[config.mk]
export PLATFORM = sky130hd
export DESIGN_NAME = mem_bank_arbiter
export DESIGN_NICKNAME = d
export VERILOG_FILES = /design/src/rtl/mem_bank_arbiter.sv
export SDC_FILE = /design/constraint.sdc
export NUM_CORES = 1
export LEC_CHECK = 0
export ABC_AREA = 1
export CAP_MARGIN = 20
export CORE_AREA = 2 2 171 173
export CTS_BUF_LIST = sky130_fd_sc_hd__clkbuf_8
export DETAILED_ROUTE_END_ITERATION = 8
export DIE_AREA = 0 0 173 175
export PLACE_DENSITY = 0.55
export REMOVE_ABC_BUFFERS = 1
export SLEW_MARGIN = 0
export SYNTH_ARGS = -nofsm -noshare
export SYNTH_HDL_FRONTEND = slang
export SYNTH_SLANG_ARGS = --single-unit
export TNS_END_PERCENT = 1
[constraint.sdc]
create_clock -name clk_i -period 4.7 [get_ports clk_i]
set_clock_uncertainty 0.2 [all_clocks]
set_input_delay 1.41 -clock clk_i [delete_from_list [all_inputs] [get_ports clk_i]]
set_output_delay 1.41 -clock clk_i [all_outputs]
set_load 0.05 [all_outputs]
[src/rtl/mem_bank_arbiter.sv]
// Arbitrates one memory bank between NumNarrowReq round-robin narrow ports and one wide port.
// Optional wide-stall statistics counter enabled by defining LAGD_MEM_ARB_STATS_EN.
module mem_bank_arbiter #(
  parameter int unsigned NumNarrowReq      = 4,
  parameter int unsigned AddrWidth         = 12,
  parameter int unsigned DataWidth         = 32,
  parameter int unsigned WidePriorityWait  = 4,
  parameter int unsigned BankAccessLatency = 1
) (
  input  logic                                      clk_i,
  input  logic                                      rst_i,
  input  logic [NumNarrowReq-1:0]                   narrow_req_i,
  input  logic [NumNarrowReq-1:0][AddrWidth-1:0]    narrow_addr_i,
  input  logic [NumNarrowReq-1:0]                   narrow_we_i,
  input  logic [NumNarrowReq-1:0][DataWidth-1:0]    narrow_wdata_i,
  input  logic [NumNarrowReq-1:0][DataWidth/8-1:0]  narrow_be_i,
  output logic [NumNarrowReq-1:0]                   narrow_gnt_o,
  output logic [NumNarrowReq-1:0]                   narrow_rvalid_o,
  output logic [DataWidth-1:0]                      narrow_rdata_o,
  input  logic                                      wide_req_i,
  input  logic                                      wide_we_i,
  input  logic [AddrWidth-1:0]                      wide_addr_i,
  input  logic [DataWidth-1:0]                      wide_wdata_i,
  input  logic [DataWidth/8-1:0]                    wide_be_i,
  output logic                                      wide_gnt_o,
  output logic                                      wide_rvalid_o,
  output logic [DataWidth-1:0]                      wide_rdata_o,
  output logic                                      bank_req_o,
  output logic                                      bank_we_o,
  output logic [AddrWidth-1:0]                      bank_addr_o,
  output logic [DataWidth-1:0]                      bank_wdata_o,
  output logic [DataWidth/8-1:0]                    bank_be_o,
  input  logic [DataWidth-1:0]                      bank_rdata_i,
  output logic [31:0]                               stall_cnt_o
);

  localparam int unsigned IdxWidth    = (NumNarrowReq > 1) ? $clog2(NumNarrowReq) : 1;
  localparam int unsigned CandWidth   = IdxWidth + 1;
  localparam int unsigned StarveWidth = (WidePriorityWait > 0) ? $clog2(WidePriorityWait + 1) : 1;
  localparam int unsigned Lat         = BankAccessLatency;

  logic [IdxWidth-1:0]              ptr_q, ptr_d;
  logic [StarveWidth-1:0]           starve_q, starve_d;
  logic [Lat-1:0]                   pipe_valid_q, pipe_valid_d;
  logic [Lat-1:0]                   pipe_wide_q, pipe_wide_d;
  logic [Lat-1:0][IdxWidth-1:0]     pipe_idx_q, pipe_idx_d;

  logic                             narrow_win;
  logic [IdxWidth-1:0]              win_idx;
  logic [CandWidth-1:0]             cand;
  logic                             wide_first;

  // Search starts at the pointer and wraps, so the first requester found is the round-robin winner.
  always_comb begin
    narrow_win = 1'b0;
    win_idx    = '0;
    cand       = '0;
    for (int unsigned i = 0; i < NumNarrowReq; i++) begin
      cand = {1'b0, ptr_q} + CandWidth'(i);
      if (cand >= CandWidth'(NumNarrowReq)) begin
        cand = cand - CandWidth'(NumNarrowReq);
      end
      if (!narrow_win && narrow_req_i[cand[IdxWidth-1:0]]) begin
        narrow_win = 1'b1;
        win_idx    = cand[IdxWidth-1:0];
      end
    end
  end

  assign wide_first = (WidePriorityWait != 0) && (starve_q == StarveWidth'(WidePriorityWait));

  always_comb begin
    narrow_gnt_o = '0;
    wide_gnt_o   = 1'b0;
    if (!rst_i) begin
      if (wide_req_i && (wide_first || !narrow_win)) begin
        wide_gnt_o = 1'b1;
      end else if (narrow_win) begin
        narrow_gnt_o[win_idx] = 1'b1;
      end
    end
  end

  always_comb begin
    bank_req_o   = wide_gnt_o | (|narrow_gnt_o);
    bank_we_o    = 1'b0;
    bank_addr_o  = '0;
    bank_wdata_o = '0;
    bank_be_o    = '0;
    if (wide_gnt_o) begin
      bank_we_o    = wide_we_i;
      bank_addr_o  = wide_addr_i;
      bank_wdata_o = wide_wdata_i;
      bank_be_o    = wide_be_i;
    end else if (|narrow_gnt_o) begin
      bank_we_o    = narrow_we_i[win_idx];
      bank_addr_o  = narrow_addr_i[win_idx];
      bank_wdata_o = narrow_wdata_i[win_idx];
      bank_be_o    = narrow_be_i[win_idx];
    end
  end

  // Pointer only advances on narrow grants; starvation count saturates so wide keeps priority until served.
  always_comb begin
    ptr_d    = ptr_q;
    starve_d = starve_q;
    if (|narrow_gnt_o) begin
      ptr_d = (win_idx == IdxWidth'(NumNarrowReq - 1)) ? '0 : win_idx + IdxWidth'(1);
    end
    if (!wide_req_i || wide_gnt_o) begin
      starve_d = '0;
    end else if ((WidePriorityWait != 0) && !wide_first) begin
      starve_d = starve_q + StarveWidth'(1);
    end
    pipe_valid_d[0] = bank_req_o;
    pipe_wide_d[0]  = wide_gnt_o;
    pipe_idx_d[0]   = win_idx;
    for (int unsigned s = 1; s < Lat; s++) begin
      pipe_valid_d[s] = pipe_valid_q[s-1];
      pipe_wide_d[s]  = pipe_wide_q[s-1];
      pipe_idx_d[s]   = pipe_idx_q[s-1];
    end
  end

  always_ff @(posedge clk_i) begin
    if (rst_i) begin
      ptr_q        <= '0;
      starve_q     <= '0;
      pipe_valid_q <= '0;
      pipe_wide_q  <= '0;
      pipe_idx_q   <= '0;
    end else begin
      ptr_q        <= ptr_d;
      starve_q     <= starve_d;
      pipe_valid_q <= pipe_valid_d;
      pipe_wide_q  <= pipe_wide_d;
      pipe_idx_q   <= pipe_idx_d;
    end
  end

  always_comb begin
    narrow_rvalid_o = '0;
    wide_rvalid_o   = 1'b0;
    if (!rst_i && pipe_valid_q[Lat-1]) begin
      if (pipe_wide_q[Lat-1]) begin
        wide_rvalid_o = 1'b1;
      end else begin
        narrow_rvalid_o[pipe_idx_q[Lat-1]] = 1'b1;
      end
    end
  end

  assign narrow_rdata_o = bank_rdata_i;
  assign wide_rdata_o   = bank_rdata_i;

`ifdef LAGD_MEM_ARB_STATS_EN
  logic [31:0] stall_cnt_q, stall_cnt_d;

  always_comb begin
    stall_cnt_d = stall_cnt_q;
    if (wide_req_i && !wide_gnt_o) begin
      stall_cnt_d = stall_cnt_q + 32'd1;
    end
  end

  always_ff @(posedge clk_i) begin
    if (rst_i) begin
      stall_cnt_q <= '0;
    end else begin
      stall_cnt_q <= stall_cnt_d;
    end
  end

  assign stall_cnt_o = stall_cnt_q;
`else
  assign stall_cnt_o = '0;
`endif

endmodule

# After elaboration in Yosys (flattened, before gate mapping)
# Cells that the tools add are included.
[word_totals]
ff_bits = 9
latchBits = 0
mem_bits_rw = 0
mem_bits_ro = 0
input_bits = 284
out_inout_bits = 156
word_cells = 96
n_memories = 0
[classes]
addsub = 9
multipliers = 0
div = 0
order_cmp = 12
n_eq_ne = 2
n_shift = 0
mux = 50
n_bitwise = 1
reduce_logical = 17
[op_table]
columns = ["cell", "count"]
rows = [
  ["32-bit two-way mux", 3],
  ["32-bit binary-select mux with 2-bit select", 1],
  ["12-bit two-way mux", 3],
  ["4-bit two-way mux", 8],
  ["12-bit binary-select mux with 2-bit select", 1],
  ["2-bit by 3-bit < comparator with 1-bit output (second input constant)", 6],
  ["2-bit two-way mux", 9],
  ["1-bit two-way mux", 17],
  ["1-bit binary-select mux with 2-bit select", 5],
  ["3-bit >= comparator (second input constant)", 3],
  ["4-bit binary-select mux with 2-bit select", 1],
  ["2-bit by 1-bit subtractor with 2-bit output (second input constant)", 4],
  ["1-bit logical AND", 7],
  ["2-bit by 2-bit adder with 3-bit output (second input constant)", 2],
  ["1-bit logical NOT", 6],
  ["1-bit demux with 2-bit select", 2],
  ["2-bit by 1-bit >= comparator with 1-bit output (second input constant)", 2],
  ["4-bit OR reduction", 1],
  ["2-bit by 1-bit adder with 3-bit output (second input constant)", 1],
  ["3-bit by 1-bit adder with 3-bit output (second input constant)", 1],
  ["3-bit == test (second input constant)", 1],
  ["2-bit by 3-bit >= comparator with 1-bit output (second input constant)", 1],
  ["2-bit by 1-bit adder with 2-bit output (second input constant)", 1],
  ["2-bit == test (second input constant)", 1],
  ["other kinds (3)", 4],
]

# Depth between registers and ports, before layout
# Gate-level depths: netlist of run 1.
[logic_depth]
ltp_word = 24
ltp_mapped = 17
depth_no_buf = 15

# Worst setup path before layout of run 1
# OpenSTA, ideal clock, no wires.
[synth_timing]
path_kind = "input to output"
from = "input narrow_req_i[3]"
to = "output bank_req_o"
t_arrival_ps = 3333
required_ps = 3090
path_slack_ps = -243
cell_stages = 14
n_path_buf = 2
cell_sequence = "inv_1 > nand2_1 > nand3_2 > nand2_2 > nor2_4 > nand2_1 > nor2_1 > nor2_4 > buf_2 > ha_1 > o21ai_2 > nand2_2 > buf_6 > or2_1"
[synth_via]
elab_chain_cells = 21
elab_cells_between_ends = 37
cone_classes = "order compare: 2; mux: 23; bitwise: 1; reduce/logical: 11"
[synth_lines]
columns = ["item", "line", "text"]
rows = [
  ["from (decl)", "12", "input logic [NumNarrowReq-1:0] narrow_req_i,"],
  ["1-bit binary-select mux with 2-bit select", "63", "if (!narrow_win && narrow_req_i[cand[IdxWidth-1:0]]) begin"],
  ["1-bit two-way mux (not written as such)", "63", ""],
  ["1-bit two-way mux", "63", ""],
  ["1-bit logical NOT", "63", ""],
  ["1-bit logical AND", "63", ""],
  ["1-bit two-way mux", "63", ""],
  ["1-bit logical NOT", "63", ""],
  ["1-bit logical AND", "63", ""],
  ["[5 not listed]", "-", ""],
  ["1-bit logical AND (not written as such)", "79", "narrow_gnt_o[win_idx] = 1'b1;"],
  ["1-bit two-way mux (not written as such)", "79", ""],
  ["1-bit demux with 2-bit select", "79", ""],
  ["4-bit two-way mux", "78", "end else if (narrow_win) begin"],
  ["4-bit two-way mux", "76", "if (wide_req_i && (wide_first || !narrow_win)) begin"],
  ["4-bit two-way mux", "75", "if (!rst_i) begin"],
  ["4-bit OR reduction", "85", "bank_req_o = wide_gnt_o | (|narrow_gnt_o);"],
  ["1-bit OR (*)", "85", ""],
  ["to (decl)", "28", "output logic bank_req_o,"],
]
# Every way passes the cells marked *; elsewhere a longest branch is shown, timed or not. The select of a mux whose other input is x is not followed.

# Worst setup path in the final report of run 1
[layout_timing]
from = "input narrow_req_i[2]"
to = "output bank_req_o"
# Same word-level chain as after synthesis.

==> results by group, run 1 <==
Floorplan
  – Die height: 175 um
  – Die area: 30300 um2
  – Die width: 173 um
  – I/O pin total: 440
  – Site Rows: 62
  – Initial Util: 15.3%
  – Core area: 28400 um2

Route
  – Via-to-Cell Ratio: 4.02
  – DR WL/cell: 16.5 um
  – Drt initial violations: 241
  – M1 WL: 10.3 mm
  – Total number of vias: 6271
  – Remaining DRCs: 0
  – TritonRoute pass-1 iters: 6
  – Uppermost routed layer: met5
  – Final ANT Viol Nets: 0
  – WL met3: 3.27 mm
  – Total Wirelength: 25.7 mm
  – Met2 WL: 11.6 mm

Clock network
  – Clock sink count: 9
  – Latest clock arrival within the worst-skew pair: 0.22 ns
  – Num CTS Buffers: 3
  – CTS root buf: clkbuf_8
  – Clk buf depth: 2
  – Reg clk slew, reported paths: 0.04 ns
  – CTS tree: yes
  – # hold bufs at CTS: 0
  – CTS H-tree lvls: 1

Cells and area
  – # nets final: 1464
  – Non-Filler Instances: 1560
  – Area of the multi-input gates: 3130 um2
  – Register area: 180 um2
  – Layout fillers: 3132
  – Area Overhead vs Synth: 104%
  – Antenna cells: 0
  – Layout cells sized above 1: 20.0%

Global routing
  – Vias in the first global route: 6148
  – Largest net degree at the start of global routing: 47
  – Initial antenna violation count: 0
  – Global-route wire length before repair: 36.4 mm
  – GRT Total Usage: 15.6%
  – Remaining Overflow, GRT: 0

Timing
  – Setup_tns: -7.38 ns
  – Slew HR: 62.8%
  – RSZ-0062 raised after global routing: yes
  – Tmin final: 4.92 ns
  – Final setup viols: 51
  – Hold Fails Final Rpt: 0
  – Final setup margin: -0.216 ns
  – Final period utilization: 105%
  – Final Max Slew Viols: 0
  – Measured slew at the worst slew-check pin: 0.553 ns
  – F_max: 203 MHz

Placement
  – Post-Place Cells: 1538
  – Placer Congestion: 0.811
  – Detail Placement HPWL: 19.6 mm
  – Worst slack at placement: -0.729 ns
  – Number of port buffers: 311

Worst setup path
  – Cell mode on critical path: nand2_4
  – Critical Path RT: 3.09 ns
  – Setup CP Type: input port to output pin
  – Critical-path cell list: buf_8 -> inv_6 -> nand2_2 -> nand2_2 -> nand2_2 -> nand2_2 -> nand2_4 -> nand2_4 -> nand2_4 -> nand2_4 -> nor2_4 -> ha_4 -> o21ai_4 -> nand2_4 -> buf_12 -> buf_12 -> or2_4 -> buf_12
  – Worst Setup End Kind: output pin
  – Worst Setup SP: narrow_req_i[2]
  – Crit-path max FO: 7
  – Startpoint Class: input port
  – Critical-path top delay cell: or2_4
  – Reg2reg start: ptr_q[1]
  – Arrival @ worst endpoint: 3.31 ns
  – Crit path largest cell delay: 0.24 ns

Hold path
  – Min-Delay Path Class: flip-flop to flip-flop
  – Hold path start: starve_q[0]

Synth
  – Syn Inst Count: 908
  – Yosys top cell by area: nand2_1
  – Sequential share of the synthesized area: 4.14%
  – Most numerous cell in the Yosys netlist: nand2_1
  – Yosys warns: 0
  – Most common library cells after synthesis: 481 x nand2_1, 112 x inv_1, 103 x buf_4
  – Mapped Area: 4350 um2
  – Yosys cell types: 28
  – Synth area leaders: nand2_1 42%, buf_4 18%, inv_1 9.7%
  – Synth Flop Type: dfxtp_1
  – Ys async rst share: 0%
  – Avg Cell Area, Syn: 4.79 um2
  – Top cell type's share of synthesized area: 41.5%
  – FF+latch count, synth: 9
  – Post-synth EDFFs: 0

Power
  – Pwr dens: 1060 nW/um2
  – Final Total Pwr: 0.00941 W
  – Maximum vdd drop: 690 uV
  – Pleak: 4.52 nW

Outcome
  – Failing checks: setup timing
  – Status: finished with violations

Run
  – Max-cap check violation count: 0
-- critical path: cells and delay by family --
| family | cells | cell delay (ns) |
|---|---|---|
| and+or+nand+nor | 11 | 0.94 |
| buffers and inverters | 5 | 0.58 |
| AOI/OAI and AO/OA | 1 | 0.18 |
| adders and majority gates | 1 | 0.17 |
-- kinds of logic (layout without fill, tap and decap cells) --
logic type               count (synthesis)  count (layout)  synth area share [%]
other                                    1              32                0.0862
AND/OR/NAND/NOR                        624             624                  61.4
buffers and inverters                  265             502                  32.6
flip-flops                               9               9                  4.14
adder cells (fa/ha/maj)                  3               3                 0.863
AO/OA/AOI/OAI                            5               5                 0.748
XOR/XNOR                                 1               1                 0.201
-- path summary, 6_finish.rpt --
check                       to  slack, ns  cells after the start
setup / recovery    bank_req_o      -0.22                     18
hold / removal     starve_q[0]       0.25                      1
setup reg to reg  pipe_valid_q       2.06                     15
hold reg to reg    starve_q[0]       0.25                      1
-- cell usage in the layout (no fill, tap or decap), types with 3 or more instances in the layout --
cell / n
buf_12: 75
nor2_4: 4
buf_4: 43
nor4_1: 4
conb_1: 32
nand3_1: 55
inv_1: 108
nand4_1: 50
clkbuf_8: 3
a21oi_1: 3
nand2_1: 419
dfxtp_1: 9
inv_2: 9
clkdlybuf4s50_1: 247
nand2_4: 10
buf_6: 6
nor2_1: 10
nand2_2: 62
clkbuf_16: 3
nand3_4: 4
buf_16: 4
-- final cells by class --
type	instances	share of cell area, %
inverter	118	5.08
sequential	9	2.03
clock buffer	3	0.466
multi-input combinational	665	35.3
timing repair buffer	380	51.7
tap	384	5.42
clock inverter	1	0.0423
-- routing by layer --
metal / vias to the layer above / GRT usage (%)
met4: 2 / 3.35
met1: 2732 / 18.3
met2: 344 / 24.8
met5: - / 2.72
li1: 3156 / -
met3: 37 / 8.46
-- sequential cells by signal, summed over array words and instances, names as in the netlist --
register	count
starve_q	3
pipe_idx_q	2
ptr_q	2
pipe_valid_q	1
pipe_wide_q	1
-- where the power goes --
group,switching [W],internal [W]
clock,0.0000269,0.0000566
sequential,0.0000176,0.0000997
combinational,0.00528,0.00393
total,0.00532,0.00409
-- stage by stage --
stage	cell area, um2	util [%]	hold WS [ns]
CTS	8680	30.6	0.255
floorplan	3490	-	0.217
finish	8860	31.2	0.249
global placement	8200	28.9	0.231
detailed placement	8200	28.9	0.238
global route	8860	31.2	0.275
-- repair_timing --
| item | CTS | global route |
|---|---|---|
| gates cloned | 3 | 3 |
| hold endpoints to repair | 0 | 0 |
| pin swaps | 19 | 24 |
| gates resized for setup | 103 | 21 |
| setup endpoints to repair | 55 | 51 |
| buffers inserted | 9 | 3 |
Power figures use the tool's default switching activity.
==> run 2, diff against run 1 <==
Settings changed: SLEW_MARGIN 0 to not set.
==> results of run 2 <==
No change in the layout: final DEF, timing and power equal those of run 1.
==> run 3, diff against run 2 <==
Settings changed: CTS_CLUSTER_SIZE set to 8.
==> results of run 3 <==
No change in the layout: final DEF, timing and power equal those of run 1.
